--- config.mk ---
export PLATFORM = sky130hd
export DESIGN_NAME = mem_bank_arbiter_flat
export DESIGN_NICKNAME = d
export VERILOG_FILES = /design/src/rtl/mem_bank_arbiter_if.sv /design/src/rtl/mem_bank_arbiter.sv /design/src/flat_wrapper.sv
export SDC_FILE = /design/constraint.sdc
export NUM_CORES = 1
export LEC_CHECK = 0
export ABC_CLOCK_PERIOD_IN_PS = 2100
export CAP_MARGIN = 5
export CELL_PAD_IN_SITES_DETAIL_PLACEMENT = 1
export CELL_PAD_IN_SITES_GLOBAL_PLACEMENT = 1
export CORE_ASPECT_RATIO = 0.8
export CORE_MARGIN = 5
export CORE_UTILIZATION = 12
export CTS_CLUSTER_SIZE = 12
export DETAILED_ROUTE_END_ITERATION = 12
export PLACE_DENSITY_LB_ADDON = 0.2
export SLEW_MARGIN = 10
export SYNTH_ARGS = -nofsm -noshare
export SYNTH_HDL_FRONTEND = slang
export SYNTH_SLANG_ARGS = --single-unit
export TNS_END_PERCENT = 100
--- constraint.sdc ---
create_clock -name i_clk -period 2.1 [get_ports i_clk]
set_input_delay 0.42 -clock i_clk [delete_from_list [all_inputs] [get_ports i_clk]]
set_output_delay 0.42 -clock i_clk [all_outputs]
set_load 0.02 [all_outputs]
--- src/rtl/mem_bank_arbiter_if.sv ---
// rtl/mem_bank_arbiter_if.sv - PE request bus and SRAM bank bus bundle for mem_bank_arbiter
//
// Purpose: groups the per-PE data request/response signals and the single-port
// bank signals so the arbiter and its neighbours connect through one port.
// Signals (widths in terms of NUM_PE / MEM_AW):
//   i_data_addr   NUM_PE*32  byte address per port, port p at [p*32+:32]
//   i_data_wdata  NUM_PE*32  write data per port
//   i_data_we     NUM_PE     1 = write, 0 = read
//   i_data_req    NUM_PE     request valid
//   i_data_be     NUM_PE*4   byte enables per port
//   o_data_gnt    NUM_PE     accept / advance per port
//   o_data_rvalid NUM_PE     one-cycle response pulse per port
//   o_data_rdata  NUM_PE*32  read data per port
//   o_mem_en/we/be/addr/wdata  bank access, i_mem_rdata bank read data
// Modports: master = PE/bank side, slave = arbiter.
interface mem_bank_arbiter_if #(
  parameter int NUM_PE = 3,
  parameter int MEM_AW = 14
);
  logic [NUM_PE*32-1:0] i_data_addr;
  logic [NUM_PE*32-1:0] i_data_wdata;
  logic [NUM_PE-1:0]    i_data_we;
  logic [NUM_PE-1:0]    i_data_req;
  logic [NUM_PE*4-1:0]  i_data_be;
  logic [NUM_PE-1:0]    o_data_gnt;
  logic [NUM_PE-1:0]    o_data_rvalid;
  logic [NUM_PE*32-1:0] o_data_rdata;
  logic                 o_mem_en;
  logic                 o_mem_we;
  logic [3:0]           o_mem_be;
  logic [MEM_AW-1:0]    o_mem_addr;
  logic [31:0]          o_mem_wdata;
  logic [31:0]          i_mem_rdata;

  modport master (
    output i_data_addr, i_data_wdata, i_data_we, i_data_req, i_data_be, i_mem_rdata,
    input  o_data_gnt, o_data_rvalid, o_data_rdata,
    input  o_mem_en, o_mem_we, o_mem_be, o_mem_addr, o_mem_wdata
  );

  modport slave (
    input  i_data_addr, i_data_wdata, i_data_we, i_data_req, i_data_be, i_mem_rdata,
    output o_data_gnt, o_data_rvalid, o_data_rdata,
    output o_mem_en, o_mem_we, o_mem_be, o_mem_addr, o_mem_wdata
  );
endinterface

--- src/rtl/mem_bank_arbiter.sv ---
// rtl/mem_bank_arbiter.sv - round-robin arbiter of per-PE requests onto one single-port SRAM bank
//
// Purpose: picks one requesting PE per cycle, drives the bank combinationally
// with its request, grants idle ports so the insertion stage can always load,
// and returns a one-cycle rvalid pulse (plus read data for reads) next cycle.
// Ports:
//   i_clk    clock
//   i_rst_n  asynchronous active-low reset
//   bus      mem_bank_arbiter_if.slave (PE request/response bus + bank bus)
// Configuration macro: MEM_ARB_FIXED_PRIO_EN
//   defined   -> no rotating pointer, lowest-indexed requester always wins
//   undefined -> round-robin starting from the pointer
module mem_bank_arbiter #(
  parameter int NUM_PE = 3,
  parameter int MEM_AW = 14
) (
  input logic             i_clk,
  input logic             i_rst_n,
  mem_bank_arbiter_if.slave bus
);

  localparam int PW = (NUM_PE > 1) ? $clog2(NUM_PE) : 1;

  // Response tag: captured at grant time, consumed one cycle later.
  logic          r_rsp_v;
  logic [PW-1:0] r_rsp_port;
  logic          r_rsp_we;

`ifndef MEM_ARB_FIXED_PRIO_EN
  logic [PW-1:0] r_rr_ptr;
  logic [PW-1:0] w_next_ptr;
  logic          w_found;
  int            w_idx;
`endif

  logic                 w_any_req;
  logic [PW-1:0]        w_winner;
  logic                 w_drive;
  logic [NUM_PE-1:0]    w_gnt;
  logic [NUM_PE-1:0]    w_rvalid;
  logic [NUM_PE*32-1:0] w_rdata;
  logic                 w_mem_we;
  logic [3:0]           w_mem_be;
  logic [MEM_AW-1:0]    w_mem_addr;
  logic [31:0]          w_mem_wdata;
  logic [31:0]          w_sel_addr;

  // Winner selection.
  always_comb begin
    w_any_req = |bus.i_data_req;
    w_winner  = '0;
`ifdef MEM_ARB_FIXED_PRIO_EN
    // Scan downward so the lowest requesting index is the last write.
    for (int i = NUM_PE - 1; i >= 0; i--) begin
      if (bus.i_data_req[i]) w_winner = PW'(i);
    end
`else
    w_found = 1'b0;
    w_idx   = 0;
    for (int i = 0; i < NUM_PE; i++) begin
      w_idx = int'(r_rr_ptr) + i;
      if (w_idx >= NUM_PE) w_idx = w_idx - NUM_PE;
      if (!w_found && bus.i_data_req[w_idx]) begin
        w_found  = 1'b1;
        w_winner = PW'(w_idx);
      end
    end
    w_next_ptr = (w_winner == PW'(NUM_PE - 1)) ? '0 : PW'(w_winner + 1'b1);
`endif
  end

  // Bank drive and grants. Reset gating keeps every output quiet while
  // i_rst_n is low, independent of what the PEs present.
  always_comb begin
    w_drive     = i_rst_n & w_any_req;
    w_sel_addr  = bus.i_data_addr[int'(w_winner)*32 +: 32];
    w_mem_we    = w_drive & bus.i_data_we[w_winner];
    w_mem_be    = w_drive ? bus.i_data_be[int'(w_winner)*4 +: 4] : 4'b0;
    w_mem_addr  = w_drive ? w_sel_addr[MEM_AW+1:2] : '0;
    w_mem_wdata = w_drive ? bus.i_data_wdata[int'(w_winner)*32 +: 32] : 32'b0;
    for (int p = 0; p < NUM_PE; p++) begin
      // Idle ports are granted so the upstream stage can always load.
      w_gnt[p] = i_rst_n & (~bus.i_data_req[p] | (w_any_req & (w_winner == PW'(p))));
    end
  end

  // Response pulse and read-data steering; i_mem_rdata never reaches grants.
  always_comb begin
    w_rvalid = '0;
    w_rdata  = '0;
    if (i_rst_n && r_rsp_v) begin
      w_rvalid[r_rsp_port] = 1'b1;
      if (!r_rsp_we) w_rdata[int'(r_rsp_port)*32 +: 32] = bus.i_mem_rdata;
    end
  end

  always_ff @(posedge i_clk or negedge i_rst_n) begin
    if (!i_rst_n) begin
      r_rsp_v    <= 1'b0;
      r_rsp_port <= '0;
      r_rsp_we   <= 1'b0;
`ifndef MEM_ARB_FIXED_PRIO_EN
      r_rr_ptr   <= '0;
`endif
    end else begin
      r_rsp_v <= w_any_req;
      if (w_any_req) begin
        r_rsp_port <= w_winner;
        r_rsp_we   <= bus.i_data_we[w_winner];
`ifndef MEM_ARB_FIXED_PRIO_EN
        r_rr_ptr   <= w_next_ptr;
`endif
      end
    end
  end

  assign bus.o_data_gnt    = w_gnt;
  assign bus.o_data_rvalid = w_rvalid;
  assign bus.o_data_rdata  = w_rdata;
  assign bus.o_mem_en      = w_drive;
  assign bus.o_mem_we      = w_mem_we;
  assign bus.o_mem_be      = w_mem_be;
  assign bus.o_mem_addr    = w_mem_addr;
  assign bus.o_mem_wdata   = w_mem_wdata;

endmodule

--- src/flat_wrapper.sv ---
// flat-port wrapper written by rule: the top's interface ports become plain ports
module mem_bank_arbiter_flat 
#(
  parameter int NUM_PE = 3,
  parameter int MEM_AW = 14
)
  (i_clk, i_rst_n, bus_i_data_addr, bus_i_data_wdata, bus_i_data_we, bus_i_data_req, bus_i_data_be, bus_i_mem_rdata, bus_o_data_gnt, bus_o_data_rvalid, bus_o_data_rdata, bus_o_mem_en, bus_o_mem_we, bus_o_mem_be, bus_o_mem_addr, bus_o_mem_wdata);
  mem_bank_arbiter_if #(.NUM_PE(NUM_PE), .MEM_AW(MEM_AW)) bus_i ();
  input logic i_clk;
  input logic i_rst_n;
  input wire logic [$bits(bus_i.i_data_addr)-1:0] bus_i_data_addr;
  input wire logic [$bits(bus_i.i_data_wdata)-1:0] bus_i_data_wdata;
  input wire logic [$bits(bus_i.i_data_we)-1:0] bus_i_data_we;
  input wire logic [$bits(bus_i.i_data_req)-1:0] bus_i_data_req;
  input wire logic [$bits(bus_i.i_data_be)-1:0] bus_i_data_be;
  input wire logic [$bits(bus_i.i_mem_rdata)-1:0] bus_i_mem_rdata;
  output wire logic [$bits(bus_i.o_data_gnt)-1:0] bus_o_data_gnt;
  output wire logic [$bits(bus_i.o_data_rvalid)-1:0] bus_o_data_rvalid;
  output wire logic [$bits(bus_i.o_data_rdata)-1:0] bus_o_data_rdata;
  output wire logic [$bits(bus_i.o_mem_en)-1:0] bus_o_mem_en;
  output wire logic [$bits(bus_i.o_mem_we)-1:0] bus_o_mem_we;
  output wire logic [$bits(bus_i.o_mem_be)-1:0] bus_o_mem_be;
  output wire logic [$bits(bus_i.o_mem_addr)-1:0] bus_o_mem_addr;
  output wire logic [$bits(bus_i.o_mem_wdata)-1:0] bus_o_mem_wdata;
  assign bus_i.i_data_addr = bus_i_data_addr;
  assign bus_i.i_data_wdata = bus_i_data_wdata;
  assign bus_i.i_data_we = bus_i_data_we;
  assign bus_i.i_data_req = bus_i_data_req;
  assign bus_i.i_data_be = bus_i_data_be;
  assign bus_i.i_mem_rdata = bus_i_mem_rdata;
  assign bus_o_data_gnt = bus_i.o_data_gnt;
  assign bus_o_data_rvalid = bus_i.o_data_rvalid;
  assign bus_o_data_rdata = bus_i.o_data_rdata;
  assign bus_o_mem_en = bus_i.o_mem_en;
  assign bus_o_mem_we = bus_i.o_mem_we;
  assign bus_o_mem_be = bus_i.o_mem_be;
  assign bus_o_mem_addr = bus_i.o_mem_addr;
  assign bus_o_mem_wdata = bus_i.o_mem_wdata;
  mem_bank_arbiter #(.NUM_PE(NUM_PE), .MEM_AW(MEM_AW)) u_core (.i_clk(i_clk), .i_rst_n(i_rst_n), .bus(bus_i));
endmodule
==> flow_summary.toml <==
[run_status]
status = "finished with violations"
violations = "setup timing"

[logic_synthesis]
synth_edf_count = 0
syn_area_per_cell_sq_um = 8.164
syn_nets = 557
synthCells = 303
ys_types = 42
yosysWarnings = 0
synth_seq_cells = 6
async_reset_ff_frac = 1.000
ys.flop_type = "dfrtp_1"
syn_area_sq_um = 2474
yosysSeqAreaShare = 0.06070

[clocking]
worstSkewPairLatency_ns = 0.23
cts_root_buf = "clkbuf_16"
postCtsHoldBufs = 0
cts_tree = "done"
cts.sinks = 6
numCtsBuffers = 3
clk_path_buf_depth = 2
clk_pin_slew_ns = 0.03
cts_htree_levels = 1

[timing]
period_needed_ns = 2.964
fmaxAchievable_mhz = 337.4
finalSetupTns_ns = -68.11
final.setup.worst_slack_ns = -0.8638
period_share = 1.411
max_slew_margin = 0.7459
setup_viol = 151
finalHoldViolations = 0
worst_pin_slew_ns = 0.3804
drv_slew = 0
fin_worst_skew_ns = 0.001682
grt_setup_unrepaired = "yes"

[finish]
most-common-layout-cells = "185 x clkdlybuf4s50_1, 179 x buf_6, 95 x and2_4"
nets = 986
final_common_cell = "clkdlybuf4s50_1"
multi_input_area_sq_um = 3392
design_area_sq_um = 8932
synthToLayoutAreaGrowth_pct = 261.1
final_layout_size_suffix_gt1_frac = 0.6712
register_area_sq_um = 151.4
nFillCells = 2194
finalNonFillerCells = 1000

[setup_path]
timing.rr.start = "u_core.r_rr_ptr[0]"
crit_type = "reg2out"
r2r_cells = 10
required_ns = 1.68
r2r_end = "u_core.r_rsp_we"
reg2reg_slack_ns = -0.27
crit_path_max_fanout = 13
endpoint_kind = "output port"
cp.arrival_ns = 2.54
worstSetupStartpointType = "flip-flop"

[floorplan]
die_x_um = 170.5
core_area_sq_um = 20460
io_pins = 398
die_area_sq_um = 23600
num_rows = 47
start_util = 0.1209
die_height_um = 138.4

[global_routing]
grt_use_met1 = 0.1749
grt_pass1_vias = 4595
use_met2 = 0.2968
grt_max_degree = 32
grt_remaining_overflow = 0
grtUsageMet3 = 0.02169
antenna_found_initial = 1
grt_use_total = 0.1540
grt_busiest_layer = "met2"
grt_pass1_wl_mm = 28.60

[power]
p_leak_nw = 3.757
p_per_area_nw_per_um2 = 1015
power_mw = 9.067
peakVddDrop_uv = 466.4

[flow_run]
drv_cap = 0

[place]
place_inst = 938
dpl_worst_slack_ns = -1.489
gp_congestion = 0.8400
port_buffers = 343
placed_area_sq_um = 6883
dp_hpwl_mm = 14.55

[worst_hold_path]
hp-class = "in2async"

[route]
drt_iter0_markers = 59
ant_nets = 0
wl_per_cell_um = 20.87
num_vias = 4146
drcViolationCount = 0
dr.pass1.iters = 6
drt_wl_total_mm = 20.87
viasPerCell = 4.146
==> where the power goes <==
part	total (mW)	internal, mW	switching (mW)
sequential	0.212	0.163	0.0491
clock	0.302	0.244	0.0584
combinational	8.55	4.71	3.85
==> synth_stat cells, drive strengths merged, types with 2 or more instances <==
| library cell | count | area [sq um] |
|---|---|---|
| nor2 | 3 | 11.26 |
| or2b | 3 | 22.52 |
| dlygate4sd1 | 4 | 35.03 |
| mux2i | 53 | 530.5 |
| nand2 | 6 | 25.03 |
| nor3 | 3 | 15.01 |
| buf | 13 | 161.4 |
| o22ai | 3 | 18.77 |
| a32oi | 2 | 17.52 |
| a21o | 3 | 22.52 |
| and2 | 96 | 600.6 |
| ha | 10 | 125.1 |
| inv | 11 | 41.29 |
| and3 | 3 | 18.77 |
| clkbuf | 10 | 37.54 |
| and4b | 2 | 20.02 |
| nor2b | 2 | 15.02 |
| o2bb2ai | 50 | 437.9 |
| a21oi | 2 | 10.01 |
| dfrtp | 6 | 150.1 |
| o21ai | 4 | 20.01 |
==> registers in the layout, summed over array words and instances (netlist names) <==
register           cells
u_core.r_rsp_v         1
u_core.r_rr_ptr        2
u_core.r_rsp_we        1
u_core.r_rsp_port      2
==> worst max-delay path, cell delays in order (launching register included) <==
cell,delay (ns)
dfrtp_1,0.40
buf_6,0.14
ha_4,0.18
buf_6,0.12
or2b_1,0.27
buf_6,0.14
a32oi_4,0.24
buf_6,0.18
nand2_8,0.13
buf_12,0.19
o2bb2ai_2,0.17
buf_6,0.14
==> worst max path at each step <==
| stage | startpoint | to | slack (ns) | depth (start not counted) |
|---|---|---|---|---|
| CTS | u_core.r_rr_ptr[1] | bus_o_mem_addr[8] | -0.85 | 10 |
| finish | u_core.r_rr_ptr[0] | bus_o_mem_addr[6] | -0.86 | 11 |
| global route | u_core.r_rr_ptr[1] | bus_o_mem_wdata[18] | -0.97 | 10 |
| detailed placement | bus_i_data_req[0] | bus_o_mem_wdata[9] | -1.49 | 8 |
| global placement | bus_i_data_req[0] | bus_o_mem_wdata[9] | -1.42 | 8 |
| floorplan | u_core.r_rr_ptr[0] | bus_o_mem_addr[0] | -0.34 | 9 |
==> what timing repair did <==
item / 4_1_cts / 5_1_grt
resized for setup: 909 / 276
endpoints found under the setup margin: 156 / 157
cloned: 14 / 6
setup buffers: 33 / 24
endpoints found under the hold margin: 0 / 0
pin swaps: 19 / 27
==> layout make-up <==
class,count,share of cell area
inverters,11,0.004903
multi-input cells,259,0.3797
diodes,1,0.0002802
flip-flops and latches,6,0.01695
clock buffers,3,0.008405
well taps,269,0.03768
repair buffers,451,0.5520
==> logic make-up (layout without fill, tap and decap cells) <==
logic type	count (synthesis)	after routing	share of synthesized area
compound gates	71	71	0.2413
simple gates	125	125	0.3217
flops	6	6	0.06070
fa+ha+maj	10	10	0.05058
other cells	0	1	0
mux	53	53	0.2145
buf+inv	38	465	0.1113
==> layer usage <==
metal | routed length [um] | part of all wire | up-vias
met1 | 7798 | 0.37 | 1992
met2 | 11390 | 0.55 | 158
met4 | 561 | 0.027 | 0
li1 | - | - | 1962
met5 | 0 | 0 | -
met3 | 1119 | 0.054 | 34
==> per-stage QoR <==
step | util | hold WS [ns]
after global routing | 0.4365 | 0.2705
after floorplan | - | 0.1244
after global placement | 0.3363 | 0.5402
after detailed placement | 0.3363 | 0.5417
after CTS | 0.3912 | 0.2388
final | 0.4365 | 0.2459
(Power assumes the default switching activity.)
